## src/rtl/aud_dsp_bus_dma_pkg.sv

```systemverilog
// Shared types for the DSP bus DMA: FSM states, transfer modes, and the
// word stride helper.
package aud_dsp_dma_pkg;

   typedef enum logic [2:0] {
      IDLE    = 3'd0,
      RD_REQ  = 3'd1,
      RD_WAIT = 3'd2,
      WR_REQ  = 3'd3,
      FIN     = 3'd4
   } dma_state_t;

   typedef enum logic {
      COPY = 1'b0,
      FILL = 1'b1
   } dma_mode_t;

   localparam int WORD_BYTES = 4;

   // Wraps modulo 2**32 by construction.
   function automatic logic [31:0] next_word(input logic [31:0] addr);
      return addr + 32'(WORD_BYTES);
   endfunction

endpackage

```

## src/rtl/aud_dsp_bus_dma_if.sv

```systemverilog
// DSP host request bus: one request channel plus a read-response channel.
interface aud_dsp_bus_dma_if;
   logic [31:0] h_addr;
   logic        h_req_vld;
   logic        h_req_rdy;
   logic        h_we;
   logic [3:0]  h_wbe;
   logic [31:0] h_wdata;
   logic [31:0] h_rdata;
   logic        h_vld;

   modport master (
      output h_addr, h_req_vld, h_we, h_wbe, h_wdata,
      input  h_req_rdy, h_rdata, h_vld
   );

   modport slave (
      input  h_addr, h_req_vld, h_we, h_wbe, h_wdata,
      output h_req_rdy, h_rdata, h_vld
   );
endinterface

```

## src/rtl/aud_dsp_bus_dma_wdog.sv

```systemverilog
// Read-response watchdog: saturating counter with clear/load/enable that
// flags the cycle on which the TIMEOUT_CYC-th enabled cycle is reached.
module aud_dsp_bus_wdog #(
   parameter int TO_W        = 8,
   parameter int TIMEOUT_CYC = 200
) (
   input  logic            clk,
   input  logic            rst_n,
   input  logic            clr,
   input  logic            load,
   input  logic [TO_W-1:0] load_val,
   input  logic            en,
   output logic            timeout
);

   localparam logic [TO_W-1:0] LAST_CNT = TO_W'(TIMEOUT_CYC - 1);

   logic [TO_W-1:0] cnt_reg;
   logic            at_limit;

   assign at_limit = (cnt_reg >= LAST_CNT);
   // Counter holds the number of already-completed waiting cycles, so the
   // flag rises during the TIMEOUT_CYC-th cycle itself.
   assign timeout  = en && at_limit;

   always_ff @(posedge clk or negedge rst_n) begin
      if (!rst_n) begin
         cnt_reg <= '0;
      end else if (clr) begin
         cnt_reg <= '0;
      end else if (load) begin
         cnt_reg <= load_val;
      end else if (en && !at_limit) begin
         cnt_reg <= cnt_reg + 1'b1;
      end
   end

endmodule

```

## src/rtl/aud_dsp_bus_dma.sv

```systemverilog
// Single-channel DSP bus DMA initiator: word copy (read then write) or
// constant fill between memory regions, with abort and read watchdog.
module aud_dsp_bus_dma
   import aud_dsp_dma_pkg::*;
#(
   parameter int LEN_W       = 12,
   parameter int TO_W        = 8,
   parameter int TIMEOUT_CYC = 200
) (
   input  logic             clk,
   input  logic             rst_n,
   input  logic             cfg_start,
   input  logic             cfg_abort,
   input  logic             cfg_mode,
   input  logic [31:0]      cfg_src_addr,
   input  logic [31:0]      cfg_dst_addr,
   input  logic [LEN_W-1:0] cfg_len,
   input  logic [31:0]      cfg_fill_data,
   input  logic [3:0]       cfg_wbe,
   output logic             busy,
   output logic             done,
   output logic             err,
   output logic             aborted,
   output logic [LEN_W-1:0] xfer_cnt,
   aud_dsp_bus_dma_if.master bus
);

   dma_state_t       state_reg;
   dma_mode_t        mode_reg;
   logic [31:0]      src_reg;
   logic [31:0]      dst_reg;
   logic [LEN_W-1:0] remain_reg;
   logic [31:0]      fill_reg;
   logic [3:0]       wbe_reg;
   logic             abort_pend_reg;

   logic [31:0]      h_addr_reg;
   logic             h_req_vld_reg;
   logic             h_we_reg;
   logic [3:0]       h_wbe_reg;
   logic [31:0]      h_wdata_reg;

   logic             wdog_timeout;
   logic             stop_now;

   assign bus.h_addr    = h_addr_reg;
   assign bus.h_req_vld = h_req_vld_reg;
   assign bus.h_we      = h_we_reg;
   assign bus.h_wbe     = h_wbe_reg;
   assign bus.h_wdata   = h_wdata_reg;

   // Stop after the current write if this was the last word or an abort
   // is pending (including one arriving in the handshake cycle itself).
   assign stop_now = (remain_reg == LEN_W'(1)) || abort_pend_reg || cfg_abort;

   aud_dsp_bus_wdog #(
      .TO_W        (TO_W),
      .TIMEOUT_CYC (TIMEOUT_CYC)
   ) u_wdog (
      .clk      (clk),
      .rst_n    (rst_n),
      .clr      (state_reg != RD_WAIT),
      .load     (1'b0),
      .load_val ('0),
      .en       (state_reg == RD_WAIT),
      .timeout  (wdog_timeout)
   );

   always_ff @(posedge clk or negedge rst_n) begin
      if (!rst_n) begin
         state_reg      <= IDLE;
         mode_reg       <= COPY;
         src_reg        <= '0;
         dst_reg        <= '0;
         remain_reg     <= '0;
         fill_reg       <= '0;
         wbe_reg        <= '0;
         abort_pend_reg <= 1'b0;
         busy           <= 1'b0;
         done           <= 1'b0;
         err            <= 1'b0;
         aborted        <= 1'b0;
         xfer_cnt       <= '0;
         h_addr_reg     <= '0;
         h_req_vld_reg  <= 1'b0;
         h_we_reg       <= 1'b0;
         h_wbe_reg      <= '0;
         h_wdata_reg    <= '0;
      end else begin
         done <= 1'b0;
         if (cfg_abort && (state_reg inside {RD_REQ, RD_WAIT, WR_REQ})) begin
            abort_pend_reg <= 1'b1;
         end

         case (state_reg)
            IDLE: begin
               if (cfg_start) begin
                  mode_reg       <= dma_mode_t'(cfg_mode);
                  src_reg        <= {cfg_src_addr[31:2], 2'b00};
                  dst_reg        <= {cfg_dst_addr[31:2], 2'b00};
                  remain_reg     <= cfg_len;
                  fill_reg       <= cfg_fill_data;
                  wbe_reg        <= cfg_wbe;
                  err            <= 1'b0;
                  aborted        <= 1'b0;
                  xfer_cnt       <= '0;
                  abort_pend_reg <= 1'b0;
                  if (cfg_len == '0) begin
                     done      <= 1'b1;
                     state_reg <= FIN;
                  end else if (cfg_mode == FILL) begin
                     busy          <= 1'b1;
                     state_reg     <= WR_REQ;
                     h_req_vld_reg <= 1'b1;
                     h_we_reg      <= 1'b1;
                     h_addr_reg    <= {cfg_dst_addr[31:2], 2'b00};
                     h_wbe_reg     <= cfg_wbe;
                     h_wdata_reg   <= cfg_fill_data;
                  end else begin
                     busy          <= 1'b1;
                     state_reg     <= RD_REQ;
                     h_req_vld_reg <= 1'b1;
                     h_we_reg      <= 1'b0;
                     h_addr_reg    <= {cfg_src_addr[31:2], 2'b00};
                     h_wbe_reg     <= '0;
                  end
               end
            end

            RD_REQ: begin
               if (bus.h_req_rdy) begin
                  h_req_vld_reg <= 1'b0;
                  src_reg       <= next_word(src_reg);
                  state_reg     <= RD_WAIT;
               end
            end

            RD_WAIT: begin
               if (bus.h_vld) begin
                  state_reg     <= WR_REQ;
                  h_req_vld_reg <= 1'b1;
                  h_we_reg      <= 1'b1;
                  h_addr_reg    <= dst_reg;
                  h_wbe_reg     <= wbe_reg;
                  h_wdata_reg   <= bus.h_rdata;
               end else if (wdog_timeout) begin
                  err       <= 1'b1;
                  aborted   <= abort_pend_reg || cfg_abort;
                  busy      <= 1'b0;
                  done      <= 1'b1;
                  state_reg <= FIN;
               end
            end

            WR_REQ: begin
               if (bus.h_req_rdy) begin
                  dst_reg    <= next_word(dst_reg);
                  xfer_cnt   <= xfer_cnt + 1'b1;
                  remain_reg <= remain_reg - 1'b1;
                  if (stop_now) begin
                     h_req_vld_reg <= 1'b0;
                     h_we_reg      <= 1'b0;
                     h_wbe_reg     <= '0;
                     aborted       <= abort_pend_reg || cfg_abort;
                     busy          <= 1'b0;
                     done          <= 1'b1;
                     state_reg     <= FIN;
                  end else if (mode_reg == FILL) begin
                     h_addr_reg <= next_word(dst_reg);
                  end else begin
                     h_we_reg   <= 1'b0;
                     h_wbe_reg  <= '0;
                     h_addr_reg <= src_reg;
                     state_reg  <= RD_REQ;
                  end
               end
            end

            FIN: begin
               state_reg <= IDLE;
            end

            default: begin
               state_reg <= IDLE;
            end
         endcase
      end
   end

endmodule
```

## src/flat_wrapper.sv

```systemverilog
// flat-port wrapper written by rule: the top's interface ports become plain ports
module aud_dsp_bus_dma_flat import aud_dsp_dma_pkg::*;
#(
   parameter int LEN_W       = 12,
   parameter int TO_W        = 8,
   parameter int TIMEOUT_CYC = 200
)
  (clk, rst_n, cfg_start, cfg_abort, cfg_mode, cfg_src_addr, cfg_dst_addr, cfg_len, cfg_fill_data, cfg_wbe, busy, done, err, aborted, xfer_cnt, bus_h_addr, bus_h_req_vld, bus_h_we, bus_h_wbe, bus_h_wdata, bus_h_req_rdy, bus_h_rdata, bus_h_vld);
  aud_dsp_bus_dma_if bus_i ();
  input  logic clk;
  input  logic rst_n;
  input  logic cfg_start;
  input  logic cfg_abort;
  input  logic cfg_mode;
  input  logic [31:0] cfg_src_addr;
  input  logic [31:0] cfg_dst_addr;
  input  logic [LEN_W-1:0] cfg_len;
  input  logic [31:0] cfg_fill_data;
  input  logic [3:0] cfg_wbe;
  output logic busy;
  output logic done;
  output logic err;
  output logic aborted;
  output logic [LEN_W-1:0] xfer_cnt;
  output wire logic [$bits(bus_i.h_addr)-1:0] bus_h_addr;
  output wire logic [$bits(bus_i.h_req_vld)-1:0] bus_h_req_vld;
  output wire logic [$bits(bus_i.h_we)-1:0] bus_h_we;
  output wire logic [$bits(bus_i.h_wbe)-1:0] bus_h_wbe;
  output wire logic [$bits(bus_i.h_wdata)-1:0] bus_h_wdata;
  input wire logic [$bits(bus_i.h_req_rdy)-1:0] bus_h_req_rdy;
  input wire logic [$bits(bus_i.h_rdata)-1:0] bus_h_rdata;
  input wire logic [$bits(bus_i.h_vld)-1:0] bus_h_vld;
  assign bus_h_addr = bus_i.h_addr;
  assign bus_h_req_vld = bus_i.h_req_vld;
  assign bus_h_we = bus_i.h_we;
  assign bus_h_wbe = bus_i.h_wbe;
  assign bus_h_wdata = bus_i.h_wdata;
  assign bus_i.h_req_rdy = bus_h_req_rdy;
  assign bus_i.h_rdata = bus_h_rdata;
  assign bus_i.h_vld = bus_h_vld;
  aud_dsp_bus_dma #(.LEN_W(LEN_W), .TO_W(TO_W), .TIMEOUT_CYC(TIMEOUT_CYC)) u_core (.clk(clk), .rst_n(rst_n), .cfg_start(cfg_start), .cfg_abort(cfg_abort), .cfg_mode(cfg_mode), .cfg_src_addr(cfg_src_addr), .cfg_dst_addr(cfg_dst_addr), .cfg_len(cfg_len), .cfg_fill_data(cfg_fill_data), .cfg_wbe(cfg_wbe), .busy(busy), .done(done), .err(err), .aborted(aborted), .xfer_cnt(xfer_cnt), .bus(bus_i));
endmodule
```

## config.mk

```make
export PLATFORM = sky130hd
export DESIGN_NAME = aud_dsp_bus_dma_flat
export DESIGN_NICKNAME = d
export VERILOG_FILES = /design/src/rtl/aud_dsp_bus_dma_pkg.sv /design/src/rtl/aud_dsp_bus_dma_if.sv /design/src/rtl/aud_dsp_bus_dma_wdog.sv /design/src/rtl/aud_dsp_bus_dma.sv /design/src/flat_wrapper.sv
export SDC_FILE = /design/constraint.sdc
export NUM_CORES = 1
export LEC_CHECK = 0
export BUFFER_PORTS_ARGS = -buffer_cell sky130_fd_sc_hd__buf_2
export CORE_UTILIZATION = 40
export CTS_CLUSTER_DIAMETER = 50
export DETAILED_ROUTE_END_ITERATION = 8
export PLACE_DENSITY = 0.64
export SKIP_LAST_GASP = 1
export SLEW_MARGIN = 20
export SYNTH_ARGS = -nofsm -noshare
export SYNTH_HDL_FRONTEND = slang
export SYNTH_SLANG_ARGS = --single-unit
```

## constraint.sdc

```tcl
create_clock -name clk -period 3.8 [get_ports clk]
set_clock_uncertainty 0.2 [all_clocks]
set_input_delay 0.76 -clock clk [delete_from_list [all_inputs] [get_ports clk]]
set_output_delay 0.76 -clock clk [all_outputs]
set_load 0.05 [all_outputs]
```

=== Yosys cells after proc, flatten, opt, wreduce, memory -nomap -nowiden ===
Index checks and enable logic that the tools add are counted.
Widths: inputs -> output; s select.

* $add $sub $neg: 5
* Order comparisons: 1
* Equality and inequality tests: 17
* Multiplexer cells: 81
* Reductions and logical operators: 27

{| class="wikitable"
|+ Operators by type and width
! kind !! count
|-
| $mux 32 || 15
|-
| $pmux 32 s2 || 3
|-
| $pmux 32 s3 || 1
|-
| $add 32x3->32 const B || 2
|-
| $mux 12 || 4
|-
| $pmux 12 s2 || 2
|-
| $mux 1 || 30
|-
| $mux 4 || 7
|-
| $mux 3 || 8
|-
| $reduce_and 6->1 || 3
|-
| $mux 8 || 2
|-
| $ne 2x2->1 const B || 8
|-
| $reduce_and 7->1 || 2
|-
| $add 12x1->12 const B || 1
|-
| $eq 12x1->1 const B || 1
|-
| $logic_not 12->1 || 1
|-
| $pmux 1 s3 || 4
|-
| $pmux 3 s4 || 1
|-
| $pmux 4 s3 || 1
|-
| $sub 12x1->12 const B || 1
|-
| $reduce_and 5->1 || 2
|-
| $add 8x1->8 const B || 1
|-
| $ge 8x8->1 const B || 1
|-
| $reduce_bool 2->1 || 4
|-
| 17 further kinds || 26
|}

* Register bits after elaboration: 179
* Input port bits: 151
* Output and inout bits: 86
* Logic and storage cells: 149

=== Depth between registers and ports, before layout ===
* Depth after elaboration: 6
* Gate-level depth with buffers: 9

=== Modules after synthesis ===
Synthesis repeated with hierarchy kept, for this count alone.

* Cells, all modules: 1266
* Area, all modules: 10553.9 µm²

{| class="wikitable"
|+ Modules (own cells, without submodules)
! module !! instances !! cells each !! area an instance (µm²) !! sequential area each (µm²)
|-
| aud_dsp_bus_dma || 1 || 1207 || 10008.3 || 4154.0
|-
| aud_dsp_bus_wdog || 1 || 59 || 545.5 || 200.2
|}

=== Worst setup path after synthesis ===
Ideal clock, no wire load.

* Path type: in2reg
* From: input port cfg_abort
* To: register u_core.h_addr_reg[12] (netlist: u_core.bus.h_addr[12])
* Library setup time: 0.125 ns
* Data arrival time: 2.455 ns
* Data required time: 3.475 ns
* Slack: 1.020 ns
* Stages: 7
* Cells stage by stage: or2_2 a41o_1 buf_2 and3_1 nor2_2 buf_4 mux2_2

* Longest elaborated chain between the ends: 3

{| class="wikitable"
|+ RTL lines
! what !! RTL line !! text
|-
| start, declared || flat_wrapper.sv:13 || <nowiki>input logic cfg_abort;</nowiki>
|-
| $logic_or 1x1->1 || aud_dsp_bus_dma.sv:54 || <nowiki>assign stop_now = (remain_reg == LEN_W'(1)) || abort_pend_reg || cfg_abort;</nowiki>
|-
| $ne 2x2->1 (no line) || n/a ||
|-
| $reduce_and 6->1 (no line) || n/a ||
|-
| end signal, assigned || aud_dsp_bus_dma.sv:116 || <nowiki>h_addr_reg <= {cfg_dst_addr[31:2], 2'b00};</nowiki>
|-
| end signal, assigned || aud_dsp_bus_dma.sv:124 || <nowiki>h_addr_reg <= {cfg_src_addr[31:2], 2'b00};</nowiki>
|-
| end signal, assigned || aud_dsp_bus_dma.sv:143 || <nowiki>h_addr_reg <= dst_reg;</nowiki>
|-
| end, declared || aud_dsp_bus_dma.sv:37 || <nowiki>logic [31:0] h_addr_reg;</nowiki>
|}

No other way between the ends.
A chain may end at the register's enable or synchronous reset.

=== Final worst setup path ===
* From: register u_core.state_reg[0]
* To: register u_core.h_wbe_reg[2] (netlist: u_core.bus.h_wbe[2])

* Longest elaborated chain between the ends: 3
* Elaborated cells between the ends (all ways): 11
* Classes of those cells: eq/ne: 7; mux: 1; reduce/logical: 3

{| class="wikitable"
|+ RTL lines
! what !! RTL line !! text
|-
| start, declared || aud_dsp_bus_dma.sv:28 || <nowiki>dma_state_t state_reg;</nowiki>
|-
| start signal, assigned || aud_dsp_bus_dma.sv:71 || <nowiki>state_reg <= IDLE;</nowiki>
|-
| start signal, assigned || aud_dsp_bus_dma.sv:110 || <nowiki>state_reg <= FIN;</nowiki>
|-
| start signal, assigned || aud_dsp_bus_dma.sv:113 || <nowiki>state_reg <= WR_REQ;</nowiki>
|-
| $eq 3x2->1 / $logic_not 3->1 (equally long branches) || aud_dsp_bus_dma.sv:95 || <nowiki>case (state_reg)</nowiki>
|-
| $ne 3x3->1 (no line) (tied with other cells) || n/a ||
|-
| $reduce_and 6->1 (no line) || n/a ||
|-
| end signal, assigned || aud_dsp_bus_dma.sv:117 || <nowiki>h_wbe_reg <= cfg_wbe;</nowiki>
|-
| end signal, assigned || aud_dsp_bus_dma.sv:144 || <nowiki>h_wbe_reg <= wbe_reg;</nowiki>
|-
| end, declared || aud_dsp_bus_dma.sv:40 || <nowiki>logic [3:0] h_wbe_reg;</nowiki>
|}

Parallel ways exist; a longest one is shown, timed or not.

==> results_dict.tcl <==
set metrics [dict create \
    status "finished with violations" \
    violations "design-rule violations" \
    synth_seq_cells 174 \
    max_freq_ghz 0.312 \
    firstDrtPassIters 8 \
    netlist_area_um2 10700 \
    dr_wl_met3_um 3340 \
    top_layer "met4" \
    cts_root_buf "clkbuf_16" \
    rrSetupSlack_ns 0.60 \
    insertion_delay_ns 0.44 \
    cts_resized 0 \
    cts_buffer_depth 2 \
    grt_max_degree 66 \
    worstSetupStartpointType "flip-flop" \
    r2r_end "u_core.bus.h_wbe[2]" \
    fin_hold_ws_ns 0.103 \
    ys_seq_area_share_pct 40.6 \
    numPortBuffers 232 \
    holdBufCountCts 0 \
    setup_viol 0 \
    maxCapViolations 0 \
    layout_setup_ws_ns 0.596 \
    die_area_um2 27500 \
    coreArea_um2 26200 \
    cp_max_fo 32 \
    drv_slew 0 \
    met1_length_um 16200 \
    cts_buffers 17 \
    worst_slew_pin_slew_ns 1.02 \
    crit_path_end "u_core.bus.h_wbe[2]" \
    drt-total-wl_um 37200 \
    p_total_mw 12.0 \
    finalNonFillerCells 1817 \
    yosysWarnings 0 \
    synth_edf_count 0 \
    cp_data_required_time_ns 3.93 \
    yosysUniqueCellTypes 76 \
    cp-startpoint "u_core.state_reg[0]" \
    timing.final.crit_share_pct 84.3 \
    synth_area_per_cell_um2 8.29 \
    ff2ff_path_depth 5 \
    dieWidth_um 166 \
    reg2reg_from "u_core.state_reg[0]" \
    vias_per_cell 6.09 \
    min_path_type "in -> async" \
    wire_per_inst_um 20.5 \
    fp-row-count 59 \
    h-tree-depth 4 \
    hold_viol 0 \
    gp_congestion 0.917 \
    largest_reg_flops 32 \
    syn_inst 1295 \
    async_flop_share_pct 100 \
    drc 13 \
    slew_headroom_pct 31.1 \
    grt_pass1_vias 10100 \
    dp_hpwl_um 26300 \
    cp-end-kind "flip-flop" \
    power_leakage_nw 5.49 \
    grt_remaining_overflow 0 \
    ant_nets 0 \
    grt_pass1_wl_um 58200 \
    layout_min_cycle_time_ns 3.20 \
    start_util_pct 41.0 \
    antenna_cells 0 \
    worstPathArrival_ns 3.34 \
    synth_ff_type "dfrtp_1" \
    syn2layout_area_growth_pct 19.5 \
    clk_pin_slew_ns 0.08 \
    met2_length_um 16900 \
    grt_use_total_pct 26.8 \
    vias 11100 \
    p_per_area_nw_per_um2 936 \
    worstSetupPathType "reg -> reg" \
    nets 1626 \
    syn_nets 1452 \
    antenna_found_initial 0 \
    final.setup.tns_ns 0 \
    cts_tree "yes" \
    clock_sinks 174 \
    die_h_um 166 \
    drive_above_1_share_pct 22.7 \
    ios 237 \
    cts_setup_buffers 0 \
    dp_cells 1785 \
    grt_setup_unrepaired "false" \
    ir_drop_v 0.000410 \
    drt_iter0_drc 1381 \
    place_ws_ns 0.601 \
]
-- cell families after synthesis --
kind of cell             after synthesis  share of synthesized area (%)
XOR/XNOR                              25                           2.04
adder cells (fa/ha/maj)                6                          0.700
AO/OA/AOI/OAI                        389                           23.5
AND/OR/NAND/NOR                      521                           23.0
buffers and inverters                123                           4.70
flip-flops                           174                           40.6
multiplexers                          57                           5.53
-- worst min-delay path by stage --
stage                                  from  depth (start not counted)  slack (ns)           endpoint
after CTS                             rst_n                          1        0.13  u_core.src_reg[9]
after global routing                  rst_n                          1        0.14  u_core.src_reg[9]
after detailed placement  u_core.wbe_reg[2]                          2        0.26  u_core.wbe_reg[2]
final                                 rst_n                          1        0.10  u_core.src_reg[9]
after floorplan           u_core.wbe_reg[0]                          2        0.25  u_core.wbe_reg[0]
after global placement      u_core.bus.h_we                          1        0.26    u_core.bus.h_we
-- per-stage QoR --
step           utilization [%]  cell area (µm²)
2_1_floorplan                -            10700
3_3_place_gp              46.6            12200
3_5_place_dp              46.6            12200
4_1_cts                   48.9            12800
5_1_grt                   48.9            12800
6_report                  48.9            12800
-- per-layer routing --
metal | track usage [%] | vias up
met5 | 0 | -
met4 | 8.82 | 0
met3 | 4.39 | 57
met2 | 40.9 | 568
met1 | 38.7 | 5318
li1 | - | 5123
-- power breakdown --
group,internal (mW),switching [mW],total [mW]
clock network,1.01,0.863,1.87
registers,2.67,0.967,3.64
logic,2.08,4.40,6.48
-- cell usage in the layout, fill, tap and decap left out, types with 8 or more instances in the layout --
master,n
a211oi_1,10
a21oi_1,106
a31oi_1,66
a32oi_1,11
and3_1,17
buf_2,231
buf_4,32
clkbuf_16,17
dfrtp_1,173
inv_1,10
mux2_2,18
mux2i_1,39
nand2_1,175
nand2b_1,12
nand3_1,47
nand4_1,23
nor2_1,138
nor2b_1,8
nor3_1,31
nor4_1,14
o21ai_0,67
o22ai_1,20
o31ai_1,10
o32ai_1,9
or3_1,16
xnor2_1,13
xor2_1,12
-- layout make-up --
cell class | count | area [µm²]
sequential | 174 | 4360
tap | 335 | 419
fill | 2531 | 13400
inverter | 10 | 37.5
clock buffer | 17 | 425
clock inverter | 15 | 193
timing repair buffer | 268 | 1490
multi-input combinational | 998 | 5900
-- Yosys cell counts, types with 9 or more instances --
library cell  number  share of area, %
xor2_1            12              0.98
a21oi_1          106               4.9
nor2_1           140               4.9
dfrtp_1          174                41
nand2_1          175               6.1
nand4_1           23               1.3
nor4_1            14              0.82
and3_1            17              0.99
buf_2             15              0.70
a31oi_1           66               3.8
xnor2_1           13               1.1
o22ai_1           20               1.2
o21ai_0           67               3.1
nand2b_1          12              0.70
a211oi_1          10              0.70
a32oi_1           11              0.90
mux2i_1           39               3.6
nor3_1            31               1.4
o31ai_1           10              0.70
or3_1             16              0.93
inv_1             10              0.35
buf_1             12              0.42
nor2b_1            9              0.52
nand3_1           47               2.2
o32ai_1            9              0.73
clkbuf_1          81               2.8
mux2_2            18               1.9
-- worst max-delay path, cell delays in order (launching register included) --
cell and delay (ns):
dfrtp_2 0.57, buf_4 0.39, and3b_2 0.48, nand2_1 0.39
o21ai_1 0.66, mux2_2 0.41
Power figures use the tool's default switching activity.
